[config.mk]
export PLATFORM = sky130hd
export DESIGN_NAME = imem_loader
export DESIGN_NICKNAME = d
export VERILOG_FILES = /design/src/rtl/imem_loader.sv
export SDC_FILE = /design/constraint.sdc
export NUM_CORES = 1
export LEC_CHECK = 0
export ABC_AREA = 0
export BUFFER_PORTS_ARGS = -buffer_cell sky130_fd_sc_hd__buf_4
export CELL_PAD_IN_SITES_DETAIL_PLACEMENT = 1
export CELL_PAD_IN_SITES_GLOBAL_PLACEMENT = 1
export CORE_UTILIZATION = 35
export DETAILED_ROUTE_END_ITERATION = 7
export PLACE_DENSITY_LB_ADDON = 0.15
export SLEW_MARGIN = 0
export SYNTH_ARGS = -nofsm -noshare
export SYNTH_HDL_FRONTEND = slang
export SYNTH_SLANG_ARGS = --single-unit
export TNS_END_PERCENT = 10
[constraint.sdc]
create_clock -name clk -period 6.03 [get_ports clk]
set_input_delay 0.9045 -clock clk [delete_from_list [all_inputs] [get_ports clk]]
set_output_delay 0.9045 -clock clk [all_outputs]
set_load 0.1 [all_outputs]
[src/rtl/imem_loader.sv]
// imem_loader: framed byte-stream program loader for the instruction memory.
// Frame: MAGIC, CNT_LO, CNT_HI, N little-endian 32-bit words, XOR checksum.
module imem_loader #(
    parameter int unsigned ADDR_W        = 8,
    parameter logic [7:0]  MAGIC         = 8'hA5,
    parameter int unsigned TIMEOUT       = 50000,
    parameter bit          HOLD_AT_RESET = 1'b1
) (
    input  logic        clk,
    input  logic        rst_n,
    input  logic        s_valid,
    input  logic [7:0]  s_data,
    output logic        s_ready,
    output logic        mem_we,
    output logic [31:0] mem_waddr,
    output logic [31:0] mem_wdata,
    output logic        busy,
    output logic        done,
    output logic        err,
    output logic        cpu_hold
);

    localparam int unsigned       TO_W   = $clog2(TIMEOUT + 1);
    localparam logic [TO_W-1:0]   TO_LIM = TO_W'(TIMEOUT - 1);
    localparam logic [16:0]       CAP    = 17'(32'd1 << ADDR_W);

    typedef enum logic [2:0] {
        S_IDLE   = 3'd0,
        S_CNT_LO = 3'd1,
        S_CNT_HI = 3'd2,
        S_DATA   = 3'd3,
        S_CSUM   = 3'd4,
        S_DONE   = 3'd5,
        S_ERR    = 3'd6
    } state_t;

    function automatic logic [7:0] f_csum_step(input logic [7:0] acc, input logic [7:0] b);
        return acc ^ b;
    endfunction

    state_t           r_state,     w_state_nxt;
    logic             r_s_ready;
    logic             r_mem_we,    w_mem_we_nxt;
    logic [31:0]      r_mem_waddr, w_mem_waddr_nxt;
    logic [31:0]      r_mem_wdata, w_mem_wdata_nxt;
    logic             r_busy,      w_busy_nxt;
    logic             r_done,      w_done_nxt;
    logic             r_err,       w_err_nxt;
    logic             r_hold,      w_hold_nxt;
    logic [7:0]       r_cnt_lo,    w_cnt_lo_nxt;
    logic [15:0]      r_n,         w_n_nxt;
    logic [16:0]      r_word_cnt,  w_word_cnt_nxt;
    logic [1:0]       r_byte_idx,  w_byte_idx_nxt;
    logic [7:0]       r_xor,       w_xor_nxt;
    logic [23:0]      r_asm,       w_asm_nxt;
    logic [TO_W-1:0]  r_idle,      w_idle_nxt;

    logic             w_accept;
    logic             w_active;
    logic             w_last_word;
    logic [15:0]      w_count;

    assign w_accept    = s_valid & r_s_ready;
    assign w_active    = (r_state == S_CNT_LO) || (r_state == S_CNT_HI) ||
                         (r_state == S_DATA)   || (r_state == S_CSUM);
    assign w_last_word = ((r_word_cnt + 17'd1) == {1'b0, r_n});
    assign w_count     = {s_data, r_cnt_lo};

    // Next-state and next-output computation for the whole loader
    always_comb begin
        w_state_nxt     = r_state;
        w_mem_we_nxt    = 1'b0;
        w_mem_waddr_nxt = r_mem_waddr;
        w_mem_wdata_nxt = r_mem_wdata;
        w_busy_nxt      = r_busy;
        w_done_nxt      = r_done;
        w_err_nxt       = r_err;
        w_hold_nxt      = r_hold;
        w_cnt_lo_nxt    = r_cnt_lo;
        w_n_nxt         = r_n;
        w_word_cnt_nxt  = r_word_cnt;
        w_byte_idx_nxt  = r_byte_idx;
        w_xor_nxt       = r_xor;
        w_asm_nxt       = r_asm;
        w_idle_nxt      = r_idle;

        // The address advances only once the strobed word has been presented.
        if (r_mem_we) begin
            w_mem_waddr_nxt = r_mem_waddr + 32'd4;
            w_word_cnt_nxt  = r_word_cnt + 17'd1;
        end else begin
            w_mem_waddr_nxt = r_mem_waddr;
        end

        case (r_state)
            S_IDLE, S_DONE, S_ERR: begin
                if (w_accept && (s_data == MAGIC)) begin
                    w_state_nxt     = S_CNT_LO;
                    w_done_nxt      = 1'b0;
                    w_err_nxt       = 1'b0;
                    w_word_cnt_nxt  = 17'd0;
                    w_byte_idx_nxt  = 2'd0;
                    w_xor_nxt       = 8'h00;
                    w_mem_waddr_nxt = 32'd0;
                    w_busy_nxt      = 1'b1;
                    w_hold_nxt      = 1'b1;
                    w_idle_nxt      = '0;
                end else begin
                    w_state_nxt = r_state;
                end
            end
            S_CNT_LO: begin
                if (w_accept) begin
                    w_cnt_lo_nxt = s_data;
                    w_idle_nxt   = '0;
                    w_state_nxt  = S_CNT_HI;
                end else begin
                    w_state_nxt = S_CNT_LO;
                end
            end
            S_CNT_HI: begin
                if (w_accept) begin
                    w_n_nxt    = w_count;
                    w_idle_nxt = '0;
                    if ({1'b0, w_count} > CAP) begin
                        w_state_nxt = S_ERR;
                        w_err_nxt   = 1'b1;
                        w_busy_nxt  = 1'b0;
                        w_hold_nxt  = 1'b1;
                    end else if (w_count == 16'd0) begin
                        w_state_nxt = S_CSUM;
                    end else begin
                        w_state_nxt = S_DATA;
                    end
                end else begin
                    w_state_nxt = S_CNT_HI;
                end
            end
            S_DATA: begin
                if (w_accept) begin
                    w_idle_nxt     = '0;
                    w_xor_nxt      = f_csum_step(r_xor, s_data);
                    w_byte_idx_nxt = r_byte_idx + 2'd1;
                    case (r_byte_idx)
                        2'd0: w_asm_nxt[7:0]   = s_data;
                        2'd1: w_asm_nxt[15:8]  = s_data;
                        2'd2: w_asm_nxt[23:16] = s_data;
                        2'd3: begin
                            // Completed word moves to the write register; r_asm is free again.
                            w_mem_we_nxt    = 1'b1;
                            w_mem_wdata_nxt = {s_data, r_asm};
                            if (w_last_word) begin
                                w_state_nxt = S_CSUM;
                            end else begin
                                w_state_nxt = S_DATA;
                            end
                        end
                        default: w_asm_nxt = r_asm;
                    endcase
                end else begin
                    w_state_nxt = S_DATA;
                end
            end
            S_CSUM: begin
                if (w_accept) begin
                    w_idle_nxt = '0;
                    w_busy_nxt = 1'b0;
                    if (s_data == r_xor) begin
                        w_state_nxt = S_DONE;
                        w_done_nxt  = 1'b1;
                        w_hold_nxt  = 1'b0;
                    end else begin
                        w_state_nxt = S_ERR;
                        w_err_nxt   = 1'b1;
                        w_hold_nxt  = 1'b1;
                    end
                end else begin
                    w_state_nxt = S_CSUM;
                end
            end
            default: begin
                w_state_nxt = S_IDLE;
            end
        endcase

        if (w_active && !w_accept) begin
            if (r_idle == TO_LIM) begin
                w_state_nxt = S_ERR;
                w_err_nxt   = 1'b1;
                w_busy_nxt  = 1'b0;
                w_hold_nxt  = 1'b1;
                w_idle_nxt  = '0;
            end else begin
                w_idle_nxt = r_idle + TO_W'(1);
            end
        end else begin
            w_idle_nxt = w_idle_nxt;
        end
    end

    // State and datapath registers
    always_ff @(posedge clk or negedge rst_n) begin
        if (!rst_n) begin
            r_state     <= S_IDLE;
            r_s_ready   <= 1'b0;
            r_mem_we    <= 1'b0;
            r_mem_waddr <= 32'd0;
            r_mem_wdata <= 32'd0;
            r_busy      <= 1'b0;
            r_done      <= 1'b0;
            r_err       <= 1'b0;
            r_hold      <= HOLD_AT_RESET;
            r_cnt_lo    <= 8'h00;
            r_n         <= 16'd0;
            r_word_cnt  <= 17'd0;
            r_byte_idx  <= 2'd0;
            r_xor       <= 8'h00;
            r_asm       <= 24'd0;
            r_idle      <= '0;
        end else begin
            r_state     <= w_state_nxt;
            r_s_ready   <= 1'b1;
            r_mem_we    <= w_mem_we_nxt;
            r_mem_waddr <= w_mem_waddr_nxt;
            r_mem_wdata <= w_mem_wdata_nxt;
            r_busy      <= w_busy_nxt;
            r_done      <= w_done_nxt;
            r_err       <= w_err_nxt;
            r_hold      <= w_hold_nxt;
            r_cnt_lo    <= w_cnt_lo_nxt;
            r_n         <= w_n_nxt;
            r_word_cnt  <= w_word_cnt_nxt;
            r_byte_idx  <= w_byte_idx_nxt;
            r_xor       <= w_xor_nxt;
            r_asm       <= w_asm_nxt;
            r_idle      <= w_idle_nxt;
        end
    end

    assign s_ready   = r_s_ready;
    assign mem_we    = r_mem_we;
    assign mem_waddr = r_mem_waddr;
    assign mem_wdata = r_mem_wdata;
    assign busy      = r_busy;
    assign done      = r_done;
    assign err       = r_err;
    assign cpu_hold  = r_hold;

endmodule
Yosys cells after proc, flatten, opt, wreduce, memory -nomap -nowiden
Index checks and enable logic that the tools add are counted.
{"block": "classes", "add_sub_neg": 4, "order_cmp": 1, "n_eq_ne": 19, "mux": 60, "bitwise": 2, "n_reduce_logical": 23}
{"cell": "32-bit 2-to-1 mux", "count": 3}
{"cell": "16-bit 2-to-1 mux", "count": 4}
{"cell": "17-bit 2-to-1 mux", "count": 3}
{"cell": "32-bit by 3-bit adder with 32-bit output, second input constant", "count": 1}
{"cell": "16-bit case mux with 2 select lines", "count": 1}
{"cell": "3-bit 2-to-1 mux", "count": 10}
{"cell": "1-bit 2-to-1 mux", "count": 26}
{"cell": "3-bit AND reduction", "count": 6}
{"cell": "17-bit by 1-bit adder with 17-bit output, second input constant", "count": 1}
{"cell": "17-bit by 16-bit equality test with 1-bit output", "count": 1}
{"cell": "16-bit by 1-bit adder with 16-bit output, second input constant", "count": 1}
{"cell": "16-bit equality test, second input constant", "count": 1}
{"cell": "16-bit by 9-bit > comparator with 1-bit output, second input constant", "count": 1}
{"cell": "16-bit zero test", "count": 1}
{"cell": "8-bit 2-to-1 mux", "count": 2}
{"cell": "8-bit case mux with 2 select lines", "count": 1}
{"cell": "3-bit case mux with 5 select lines", "count": 1}
{"cell": "3-bit equality test, second input constant", "count": 3}
{"cell": "1-bit case mux with 3 select lines", "count": 3}
{"cell": "8-bit equality test", "count": 1}
{"cell": "8-bit equality test, second input constant", "count": 1}
{"cell": "2-bit 2-to-1 mux", "count": 4}
{"cell": "8-bit bitwise XOR", "count": 1}
{"cell": "3-bit by 2-bit equality test with 1-bit output, second input constant", "count": 2}
{"cell": "22 further kinds", "count": 30}
{"block": "word_totals", "ff_bits": 164, "input_bits": 11, "output_inout_bits": 70, "elab_cells": 127}

Longest topological paths before layout
Gate-level depths: netlist of the first run.
{"block": "depth", "depth_word": 8, "mapped_depth": 10, "mapped_depth_nobuf": 8}

Worst setup path before layout of the first run
No wires, ideal clock.
{"block": "synth_path", "path_type": "input to register", "start": "input s_data[1]", "end": "register r_idle[13]", "setup_time_ns": 0.134, "arrival_ns": 2.890, "required_time_ns": 5.896, "setup_slack_ns": 3.006, "cell_stages": 10, "path_buffers": 3, "path_cell_list": "buf_2 > or4_4 > or3_1 > buf_2 > maj3_2 > nand2_1 > o21ai_2 > buf_6 > o21ai_1 > o41ai_1"}
{"block": "synth_between", "elab_chain_len": 4}
{"element": "start: declaration", "line": "12", "source": "input logic [7:0] s_data,"}
{"element": "8-bit equality test", "line": "97", "source": "if (w_accept && (s_data == MAGIC)) begin"}
{"element": "1-bit logical AND", "line": "97"}
{"element": "3-bit inequality test (no source line)"}
{"element": "3-bit AND reduction (no source line)"}
{"element": "end signal: assignment", "line": "236", "source": "r_idle <= w_idle_nxt;"}
{"element": "end: declaration", "line": "56", "source": "logic [TO_W-1:0] r_idle, w_idle_nxt;"}
No other way between the ends.
A chain may end at the register's enable or synchronous reset.

Worst setup path in the final report of the first run
{"block": "layout_path", "start": "input s_data[1]", "end": "register r_xor[7]"}
{"block": "layout_between", "elab_chain_len": 4}
{"element": "8-bit equality test", "line": "97"}
{"element": "1-bit logical AND", "line": "97"}
{"element": "2-bit inequality test (no source line)"}
{"element": "3-bit AND reduction (no source line)"}
{"element": "end signal: assignment", "line": "234", "source": "r_xor <= w_xor_nxt;"}
{"element": "end: declaration", "line": "54", "source": "logic [7:0] r_xor, w_xor_nxt;"}
No other way between the ends.

==> summary.txt, run 1 <==
Worst setup path
  – Worst Path Buf+Inv: 1
  – Critical Path Slowest Stage Cell: nor2_4
  – Max FO, Critical Path: 23
  – CP Class: in -> reg
  – Crit path from: s_data[1]
  – R2R cell count: 8
  – CP endpoint: r_xor[7]$_DFFE_PN0P_
  – Req. time, crit path: 6.34 ns
  – RR Endpoint: r_state[1]$_DFF_PN0_
  – Reg2reg start: r_word_cnt[0]$_DFF_PN0_
  – Critical path launch point type: primary input
  – Delay-heaviest family, CP: simple AND/OR/NAND/NOR gates
  – CP dominant cell by count: o21ai_0
  – Worst path depth: 7
  – Cells along the critical path: buf_4 -> or4_4 -> or3_1 -> nor2_4 -> nor2_1 -> o21ai_0 -> o21ai_0
  – Crit end category: flip-flop
  – R2R setup slack: 3.15 ns
  – Critical Path AT: 3.44 ns
  – CP peak stage delay: 0.60 ns

Cells and area
  – Nets: 822
  – Diodes inserted: 0
  – Area growth, synth to finish: 18.4%
  – Layout Cell Area excl Fill: 9220 um^2
  – Final cell count without fillers: 1097
  – Number of fill cells: 2405
  – Share of cells above drive strength 1: 24.8%

Synthesis
  – Synth Area in Simple Gates: 16.5%
  – Avg Cell Area, Syn: 10.5 um^2
  – Post-synth EDFFs: 0
  – Synth Area in Compound Gates: 7.65%
  – FF+latch count, synth: 162
  – Sequential-to-total area share from yosys stat: 52.1%
  – Post-synthesis mux area share: 12.1%
  – Main combinational cell family by area after synthesis: simple AND/OR/NAND/NOR gates
  – Adder-Cell Fraction of Synth Area: 1.27%
  – Syn. warnings: 0
  – Mapped Area: 7780 um^2
  – Main synth FF type: dfrtp_1
  – Syn Inst Count: 740
  – Xor/xnor share of the synthesized area: 7.54%
  – Distinct cells, synth: 54
  – Ys async rst share: 100%

Place
  – IO buf count: 78
  – Post-DP Area: 8600 um^2
  – Placed cells: 1065
  – Final HPWL DP: 13.5 mm
  – Final Wtd Congestion: 0.758

Timing
  – Slew Viols, Final: 0
  – Setup TNS: 0 ns
  – Final period utilization: 52.0%
  – Min Clock Period, post-route: 3.13 ns
  – Finish-stage setup viols: 0
  – Peak Freq: 319 MHz
  – Final hold violations: 0
  – Slew at the pin closest to its max-slew limit: 1.10 ns
  – Rel. slew slack: 26.6%
  – RSZ-0062 raised after global routing: false
  – Setup Skew: 0.0101 ns

CTS
  – H-tree depth: 4
  – CTS Root Cell: clkbuf_16
  – Clock tree buffer depth: 2
  – CTS sink count: 162
  – Clock input transition at the sequential cells of the worst setup and hold paths: 0.08 ns
  – Post-CTS sizing: 0
  – CTS tree: yes
  – Post-CTS setup buffers: 0
  – Post-CTS Hold Buffers: 0
  – CTS buffer count: 17
  – Clk_lat worst skew: 0.44 ns

Power and ir drop
  – Internal: 2030 uW
  – Register share of total power: 42.0%
  – Clock Power Share: 34.3%
  – Sw Share: 36.6%
  – Max IR drop VDD: 192 uV
  – Leak Pwr: 0.00412 uW
  – Power Density: 347 nW/um^2
  – Comb pwr share: 23.7%
  – Psw: 1170 uW

Global routing
  – GR Util met1: 23.9%
  – Vias in the first global route: 6197
  – First-pass GRT wire length: 33.0 mm
  – Initial antenna violation count: 0
  – Global route overflow: 0
  – GRT Overall Usage: 18.9%
  – Met3 GRT Util: 3.19%
  – Met2 track demand over resource: 32.6%
  – Largest net degree at the start of global routing: 115
  – Global route hottest layer: met2

Detailed routing
  – # DRC: 0
  – ANT nets after route: 0
  – Starting DRC count in detailed routing: 197
  – TritonRoute pass-1 iters: 4
  – Vias: 5778
  – Vias/cell: 5.27
  – Drt wl/cell: 18.2 um
  – Routed WL: 19.9 mm

Floorplanning
  – Die ar.: 22800 um^2
  – Initial Util: 35.7%
  – Core Region: 21800 um^2
  – Die height: 151 um
  – Boundary pin count: 81
  – Die width: 151 um
  – # rows: 54

Outcome
  – Status: complete, no violations

Job
  – Maximum capacitance violations: 0

Hold path
  – Class of the worst hold path: reg -> reg
-- worst min-delay path by stage --
stage / slack [ns] / depth (start not counted) / start / to
final: 0.48 / 1 / r_idle[9]$_DFFE_PN0P_ / r_idle[9]$_DFFE_PN0P_
after global placement: 0.47 / 1 / r_idle[9]$_DFFE_PN0P_ / r_idle[9]$_DFFE_PN0P_
after detailed placement: 0.47 / 1 / r_idle[9]$_DFFE_PN0P_ / r_idle[9]$_DFFE_PN0P_
after global routing: 0.50 / 1 / r_asm[3]$_DFFE_PN0P_ / mem_wdata[3]$_DFFE_PN0P_
after CTS: 0.48 / 1 / r_idle[9]$_DFFE_PN0P_ / r_idle[9]$_DFFE_PN0P_
after floorplan: 0.45 / 1 / r_idle[9]$_DFFE_PN0P_ / r_idle[9]$_DFFE_PN0P_
-- power by group through the flow --
stage / clock network (uW) / logic (uW) / registers (uW)
floorplan: 0 / 483 / 1430
global placement: 0 / 728 / 1350
detailed placement: 0 / 761 / 1360
CTS: 1130 / 769 / 1340
global route: 1170 / 836 / 1360
finish: 1100 / 759 / 1340
-- area by class of cell --
| cell class | instances | area (um^2) | area share [%] |
|---|---|---|---|
| Multi-Input combinational cell | 529 | 3530 | 38.3 |
| Tap cell | 280 | 350 | 3.80 |
| Sequential cell | 162 | 4060 | 44.0 |
| Clock buffer | 17 | 425 | 4.62 |
| Timing Repair Buffer | 83 | 627 | 6.80 |
| Clock inverter | 15 | 186 | 2.02 |
| Inverter | 11 | 41.3 | 0.448 |
-- layer usage --
| metal | wire [um] | part of all wire (%) |
|---|---|---|
| met5 | 0 | 0 |
| met4 | 309 | 1.6 |
| met3 | 539 | 2.7 |
| met2 | 9990 | 50 |
| met1 | 9080 | 46 |
-- stage by stage --
| stage | hold slack, ns | total power (uW) | util [%] | worst slack, ns |
|---|---|---|---|---|
| 2_1_floorplan | 0.445 | 1910 | - | 3.01 |
| 3_3_place_gp | 0.469 | 2080 | 39.4 | 2.53 |
| 3_5_place_dp | 0.469 | 2120 | 39.4 | 2.42 |
| 4_1_cts | 0.484 | 3240 | 42.2 | 2.90 |
| 5_1_grt | 0.503 | 3370 | 42.2 | 2.72 |
| 6_report | 0.484 | 3200 | 42.2 | 2.90 |
-- kinds of logic (layout without fill, tap and decap cells) --
group / count (synthesis) / after routing
compound gates: 103 / 103
buf+inv: 50 / 126
other cells: 2 / 3
simple gates: 264 / 264
mux: 84 / 84
xor+xnor: 67 / 67
flops: 162 / 162
fa+ha+maj: 8 / 8
-- placed cells by master, fill, tap and decap left out, types with 2 or more instances in the layout --
master	count
o41ai_1	2
inv_8	4
nand4_1	16
and3_1	16
nand3b_1	4
o32ai_1	2
mux2_2	79
inv_6	3
dfrtp_1	161
nand2_1	75
conb_1	3
mux2i_1	5
buf_4	82
nor2b_1	4
nor3b_1	2
nand2b_1	7
or4_1	2
xor2_1	34
a31oi_1	2
o211ai_1	3
o21ai_1	4
o21ai_0	53
nor3_1	11
ha_1	7
and4_1	4
a41oi_1	2
inv_1	11
a21oi_1	20
clkinv_4	2
or3_1	17
clkbuf_16	17
nor4_1	4
o31ai_1	6
xnor2_1	33
nor2_1	67
clkinv_8	6
and2_1	4
nand3_1	23
-- flip-flops by register name, indices dropped and copies added (netlist names), 2 cells and up --
signal / flops
r_word_cnt: 17
r_idle: 16
r_cnt_lo: 8
r_n: 16
r_asm: 24
mem_waddr: 30
r_byte_idx: 2
r_state: 3
mem_wdata: 32
r_xor: 8
-- worst reg2reg max path: stages, from the launching register on --
cell     delay (ns)
dfrtp_1        0.48
ha_1           0.39
and3_1         0.23
and4_1         0.22
nor3_1         0.20
a31oi_1        0.08
nor3_1         0.50
a41oi_1        0.23
or4_1          0.44
-- cell usage after synthesis, types with 11 or more instances --
library cell | n | share of area (%)
nor3_1 | 11 | 0.71
nor2_1 | 69 | 3.3
o21ai_0 | 53 | 3.4
nand2_1 | 75 | 3.6
nand4_1 | 16 | 1.3
inv_1 | 11 | 0.53
nand3_1 | 23 | 1.5
xor2_1 | 34 | 3.8
xnor2_1 | 33 | 3.7
dfrtp_1 | 161 | 52
mux2_2 | 79 | 11
clkbuf_1 | 23 | 1.1
a21oi_1 | 20 | 1.3
and3_1 | 16 | 1.3
or3_1 | 17 | 1.4
(Power assumes the default switching activity.)
==> run 2: changes to the inputs <==
==> constraint.sdc (replaced) <==
create_clock -name clk -period 2.8 [get_ports clk]
set_input_delay 0.42 -clock clk [delete_from_list [all_inputs] [get_ports clk]]
set_output_delay 0.42 -clock clk [all_outputs]
set_load 0.1 [all_outputs]
==> run 2 against run 1 <==
  * Sequential cell count stayed put
  * First-iteration DRC count is 29% higher
  * Sequential share of layout area is 0.67 points lower
  * Cell area is 1.5% higher
  * Critical path type is now reg -> reg
==> summary.txt, run 2 (same netlist as run 1, synthesis figures left out) <==
Outcome
  – Status: complete, no violations

Worst setup path
  – CP endpoint: r_state[1]$_DFF_PN0_
  – Crit end category: flip-flop
  – Critical Path AT: 2.91 ns (-0.53 ns)
  – Reg2reg start: r_word_cnt[3]$_DFF_PN0_
  – Critical path launch point type: flip-flop
  – R2R setup slack: 0.19 ns (-2.96 ns)
  – Max FO, Critical Path: 10 (-57%)
  – CP Class: reg -> reg
  – Cells along the critical path: and4_1 -> nand4b_1 -> mux2i_1 -> o221ai_1 -> o311a_1 -> a41oi_1 -> or4_1
  – RR Endpoint: r_state[1]$_DFF_PN0_
  – Crit path from: r_word_cnt[3]$_DFF_PN0_
  – CP peak stage delay: 0.50 ns (-0.10 ns)
  – R2R cell count: 7 (-1)
  – Req. time, crit path: 3.10 ns (-3.24 ns)
  – Critical Path Slowest Stage Cell: dfrtp_1

Detailed routing
  – Starting DRC count in detailed routing: 254 (+29%)
  – ANT nets after route: 0 (unchanged)
  – Drt wl/cell: 17.8 um (-2.0%)
  – TritonRoute pass-1 iters: 4 (unchanged)
  – Vias: 5863 (+1.5%)
  – # DRC: 0 (unchanged)
  – Vias/cell: 5.24 (-0.43%)
  – Routed WL: 19.9 mm (-0.13%)

Cells and area
  – Max FFs per register: 32 (unchanged)
  – Diodes inserted: 0 (unchanged)
  – Commonest cells after routing, fill and taps aside: dfrtp_1, buf_4, mux2_2
  – Nets: 843 (+2.6%)
  – Seq. cell area: 4060 um^2 (unchanged)
  – Commonest non-fill, non-tap cell in the layout: dfrtp_1
  – Share of cells above drive strength 1: 26.4% (+1.5 points)
  – Layout Cell Area excl Fill: 9360 um^2 (+1.5%)
  – Final cell count without fillers: 1118 (+1.9%)
  – Multi-input gate area: 3530 um^2 (about the same)
  – Area growth, synth to finish: 20.2%
  – Number of fill cells: 2398 (-0.29%)

CTS
  – Clk_lat worst skew: 0.43 ns (about the same)
  – CTS Root Cell: clkbuf_16
  – CTS sink count: 162 (unchanged)
  – Clock tree buffer depth: 2 (unchanged)
  – CTS buffer count: 17 (unchanged)
  – Clock input transition at the sequential cells of the worst setup and hold paths: 0.07 ns (about the same)
  – Post-CTS setup buffers: 0 (unchanged)
  – H-tree depth: 4 (unchanged)
  – CTS tree: yes

Power and ir drop
  – Leak Pwr: 0.00421 uW (+2.3%)
  – Power Density: 737 nW/um^2 (+110%)
  – Max IR drop VDD: 430 uV (+120%)

Floorplanning
  – Initial Util: 35.7% (unchanged)
  – Die ar.: 22800 um^2 (unchanged)
  – Core Region: 21800 um^2 (unchanged)
  – Die width: 151 um (unchanged)
  – # rows: 54 (unchanged)
  – Boundary pin count: 81 (unchanged)
  – Die height: 151 um (unchanged)

Job
  – Maximum capacitance violations: 0 (unchanged)

Timing
  – Slew Viols, Final: 0 (unchanged)
  – Rel. slew slack: 46.8% (+20 points)
  – Min Clock Period, post-route: 2.61 ns
  – RSZ-0062 raised after global routing: false
  – Setup Skew: 0.0132 ns (+0.00319 ns)
  – Final hold violations: 0 (unchanged)
  – Final period utilization: 93.3%
  – Finish-stage setup viols: 0 (unchanged)
  – Slew at the pin closest to its max-slew limit: 0.798 ns (-0.303 ns)
  – Setup TNS: 0 ns (unchanged)
  – Peak Freq: 383 MHz

Global routing
  – Global route overflow: 0 (unchanged)
  – First-pass GRT wire length: 32.7 mm (-1.0%)
  – GRT Overall Usage: 18.6% (-0.31 points)
  – Largest net degree at the start of global routing: 65 (-43%)
  – Initial antenna violation count: 0 (unchanged)
  – Vias in the first global route: 6162 (-0.56%)

Place
  – Final Wtd Congestion: 0.774 (+2.1%)
  – Final HPWL DP: 13.8 mm (+2.4%)
  – IO buf count: 78 (unchanged)
  – Placed cells: 1085 (+1.9%)
  – Post-DP Area: 8780 um^2 (+2.0%)

Hold path
  – Class of the worst hold path: in -> reg
==> run 2: per-stage QoR <==
| stage | hold slack, ns | util (%) | setup slack [ns] | power, uW |
|---|---|---|---|---|
| 2_1_floorplan | 0.124 | - | 0.134 | 4120 |
| 3_3_place_gp | 0.363 | 40.2 | 0.177 | 4540 |
| 3_5_place_dp | 0.374 | 40.2 | 0.0891 | 4650 |
| 4_1_cts | 0.340 | 42.9 | 0.188 | 6980 |
| 5_1_grt | 0.373 | 42.9 | 0.0593 | 7260 |
| 6_report | 0.348 | 42.9 | 0.187 | 6900 |
==> run 2: critical path, delay by kind of cell, from the launching register on <==
family	cells	cell delay, ns
AOI/OAI and AO/OA	3	0.66
DFF	1	0.50
muxes	1	0.18
and+or+nand+nor	3	1.15
==> run 2: power breakdown <==
group | internal (uW) | total (uW) | switching, uW
Clock | 1250 | 2310 | 1050
Combinational | 639 | 1770 | 1140
Sequential | 2580 | 2820 | 234
Total | 4480 | 6900 | 2420
==> run 2: layer usage <==
layer	track usage, %	share of wire, %	vias to the layer above	wire length (um)
li1	-	-	2734	-
met1	24.0	46	3044	9130
met2	31.6	50	66	10000
met3	3.22	2.5	19	507
met4	5.90	1.2	0	244
met5	0	0	-	0
==> run 2: repair_timing <==
item,in CTS,in global routing
resized for setup,0,0
hold endpoints to repair,39,0
endpoints found under the setup margin,0,0
hold buffers,1,0
==> run 2: worst min-delay path by stage <==
stage / from / end / slack [ns] / cells past startpoint
5_1_grt: s_data[7] / r_xor[7]$_DFFE_PN0P_ / 0.37 / 3
3_5_place_dp: rst_n / mem_waddr[25]$_DFF_PN0_ / 0.37 / 1
4_1_cts: s_data[5] / r_xor[5]$_DFFE_PN0P_ / 0.34 / 3
3_3_place_gp: rst_n / mem_waddr[25]$_DFF_PN0_ / 0.36 / 1
6_report: s_data[5] / r_xor[5]$_DFFE_PN0P_ / 0.35 / 3
2_1_floorplan: rst_n / busy$_DFF_PN0_ / 0.12 / 0
==> run 2: final cells by class <==
type | instances | share of cell area (%)
Timing Repair Buffer | 104 | 8.68
Multi-Input combinational cell | 529 | 37.7
Clock inverter | 14 | 1.52
Sequential cell | 162 | 43.3
Clock buffer | 18 | 4.59
Inverter | 11 | 0.441
Tap cell | 280 | 3.74
==> run 3: changes to the inputs <==
--- a/config.mk
+++ b/config.mk
@@ -7,8 +7,8 @@
 export LEC_CHECK = 0
 export ABC_AREA = 0
 export BUFFER_PORTS_ARGS = -buffer_cell sky130_fd_sc_hd__buf_4
-export CELL_PAD_IN_SITES_DETAIL_PLACEMENT = 1
-export CELL_PAD_IN_SITES_GLOBAL_PLACEMENT = 1
+export CELL_PAD_IN_SITES_DETAIL_PLACEMENT = 0
+export CELL_PAD_IN_SITES_GLOBAL_PLACEMENT = 2
 export CORE_UTILIZATION = 35
 export DETAILED_ROUTE_END_ITERATION = 7
 export PLACE_DENSITY_LB_ADDON = 0.15
==> run 3 against run 2 <==
  * The flow now finishes with violations (hold timing)
  * Combinational power fell by 7%
  * Sequential power rose by 1%
  * Cell area rose by 0.36%
  * Clock power rose by 3%
  * Worst setup slack improved by 0.16 ns
  * Via count fell by 3.3%
  * Largest cell class unchanged
==> summary.txt, run 3 (same netlist as run 1, synthesis figures left out) <==
Detailed routing
  – Drt wl/cell: 16.1 um (-9.8%)
  – # DRC: 0 (unchanged)
  – Routed WL: 17.9 mm (-9.8%)
  – Starting DRC count in detailed routing: 184 (-28%)
  – Vias: 5667 (-3.3%)
  – ANT nets after route: 0 (unchanged)
  – Vias/cell: 5.07 (-3.3%)
  – TritonRoute pass-1 iters: 4 (unchanged)

Place
  – IO buf count: 78 (unchanged)
  – Final HPWL DP: 12.3 mm (-11%)
  – Worst slack, placed: 0.177 ns (+0.0883 ns)
  – Post-DP Area: 8790 um^2 (+0.14%)
  – Final Wtd Congestion: 0.779 (+0.70%)

CTS
  – CTS sink count: 162 (unchanged)
  – CTS Root Cell: clkbuf_16
  – CTS tree: yes
  – Post-CTS Hold Buffers: 0 (-1)
  – Post-CTS setup buffers: 0 (unchanged)
  – Clock input transition at the sequential cells of the worst setup and hold paths: 0.06 ns (about the same)
  – H-tree depth: 4 (unchanged)
  – Clk_lat worst skew: 0.42 ns (about the same)
  – Clock tree buffer depth: 2 (unchanged)
  – Post-CTS sizing: 0 (unchanged)
  – CTS buffer count: 17 (unchanged)

Worst setup path
  – Max FO, Critical Path: 6 (-4)
  – RR Endpoint: r_state[1]$_DFF_PN0_
  – Critical Path AT: 2.74 ns (-0.17 ns)
  – CP Class: reg -> reg
  – Critical path launch point type: flip-flop
  – R2R cell count: 9 (+2)
  – Req. time, crit path: 3.09 ns (about the same)
  – Crit end category: flip-flop
  – R2R setup slack: 0.35 ns (+0.16 ns)
  – Reg2reg start: r_word_cnt[0]$_DFF_PN0_

Power and ir drop
  – Clock Power Share: 34.6% (+1.1 points)
  – Internal: 4640 uW (+3.6%)
  – Sw Share: 32.9% (-2.2 points)
  – Comb pwr share: 23.9% (-1.8 points)
  – Max IR drop VDD: 446 uV (+3.6%)
  – Register share of total power: 41.4% (+0.6 points)
  – Leak Pwr: 0.00421 uW (about the same)
  – Psw: 2270 uW (-6.1%)
  – Power Density: 736 nW/um^2 (-0.19%)

Global routing
  – Largest net degree at the start of global routing: 63 (-3.1%)
  – First-pass GRT wire length: 29.9 mm (-8.4%)
  – Initial antenna violation count: 0 (unchanged)
  – Global route overflow: 0 (unchanged)
  – GRT Overall Usage: 17.0% (-1.6 points)
  – Vias in the first global route: 5701 (-7.5%)

Timing
  – Peak Freq: 408 MHz (+6.6%)
  – Hold slack: -0.00369 ns (-0.352 ns)
  – Setup Skew: 0.0118 ns (-0.00147 ns)
  – Rel. slew slack: 55.9% (+9.1 points)
  – Slew Viols, Final: 0 (unchanged)
  – Final setup margin: 0.350 ns (+0.162 ns)
  – Slew at the pin closest to its max-slew limit: 0.661 ns (-0.137 ns)
  – Final period utilization: 87.5% (-5.8 points)
  – RSZ-0062 raised after global routing: false
  – Finish-stage setup viols: 0 (unchanged)
  – Final hold violations: 1 (+1)
  – Min Clock Period, post-route: 2.45 ns (-0.162 ns)
  – Setup TNS: 0 ns (unchanged)

Cells and area
  – Nets: 842 (-0.12%)
  – Utilization after layout: 43.0% (+0.15 points)
  – Commonest cells after routing, fill and taps aside: dfrtp_1, buf_4, mux2_2
  – Multi-input gate area: 3530 um^2 (unchanged)
  – Share of cells above drive strength 1: 26.3% (-0.088 points)
  – Diodes inserted: 0 (unchanged)
  – Seq. cell area: 4060 um^2 (unchanged)
  – Layout Cell Area excl Fill: 9390 um^2 (+0.36%)
  – Commonest non-fill, non-tap cell in the layout: dfrtp_1
  – Max FFs per register: 32 (unchanged)
  – Number of fill cells: 2075 (-13%)
  – Area growth, synth to finish: 20.7%

Outcome
  – Violated checks: hold timing
  – Status: finished with violations

Hold path
  – Class of the worst hold path: in -> async

Floorplanning
  – Initial Util: 35.7% (unchanged)
  – Core Region: 21800 um^2 (unchanged)
  – Die height: 151 um (unchanged)
  – Die ar.: 22800 um^2 (unchanged)
  – # rows: 54 (unchanged)
  – Die width: 151 um (unchanged)
  – Boundary pin count: 81 (unchanged)

Job
  – Maximum capacitance violations: 0 (unchanged)
run 3: power groups by stage:
stage / combinational (uW) / sequential, uW / clock, uW
floorplan: 1040 / 3080 / 0
global placement: 1640 / 2900 / 0
detailed placement: 1660 / 2910 / 0
CTS: 1670 / 2870 / 2460
global route: 1840 / 2920 / 2560
finish: 1650 / 2860 / 2390
run 3: worst max-delay path by stage:
stage                                   end  slack (ns)                    start
floorplan           mem_waddr[31]$_DFF_PN0_        0.13   mem_waddr[8]$_DFF_PN0_
detailed placement   r_idle[10]$_DFFE_PN0P_        0.18                s_data[1]
global route           r_state[1]$_DFF_PN0_        0.05  r_word_cnt[0]$_DFF_PN0_
finish                 r_state[1]$_DFF_PN0_        0.35  r_word_cnt[0]$_DFF_PN0_
CTS                    r_state[1]$_DFF_PN0_        0.33  r_word_cnt[0]$_DFF_PN0_
global placement     r_idle[10]$_DFFE_PN0P_        0.20                s_data[1]
run 3: layout make-up:
class	count	share of cell area, %
clock buffer	20	4.76
clock inverter	12	1.67
inverter	11	0.440
multi-input combinational	529	37.6
sequential	162	43.2
tap	280	3.73
timing repair buffer	103	8.67
run 3: worst max-delay path, stage by stage, from the launching register on:
cell	delay (ns)
dfrtp_1	0.45
ha_1	0.36
xnor2_1	0.16
nand4_1	0.13
a21oi_1	0.15
nand3_1	0.08
a2111oi_0	0.29
buf_4	0.19
a41oi_1	0.11
or4_1	0.41
run 3: stage by stage:
step / hold slack (ns) / std cells / power, uW
6_report: -0.00369 / 1117 / 6910
5_1_grt: 0.0292 / 1117 / 7320
4_1_cts: 0.0139 / 1117 / 7000
3_5_place_dp: 0.469 / 1085 / 4570
3_3_place_gp: 0.459 / 1085 / 4530
2_1_floorplan: 0.124 / 741 / 4120
run 3: layer usage:
layer  vias up  wire, um  track usage [%]
met5         -         0                0
met1      2806      8590             22.7
met4         0       319             5.65
met3        21       624             3.64
li1       2740         -                -
met2       100      8400             27.2
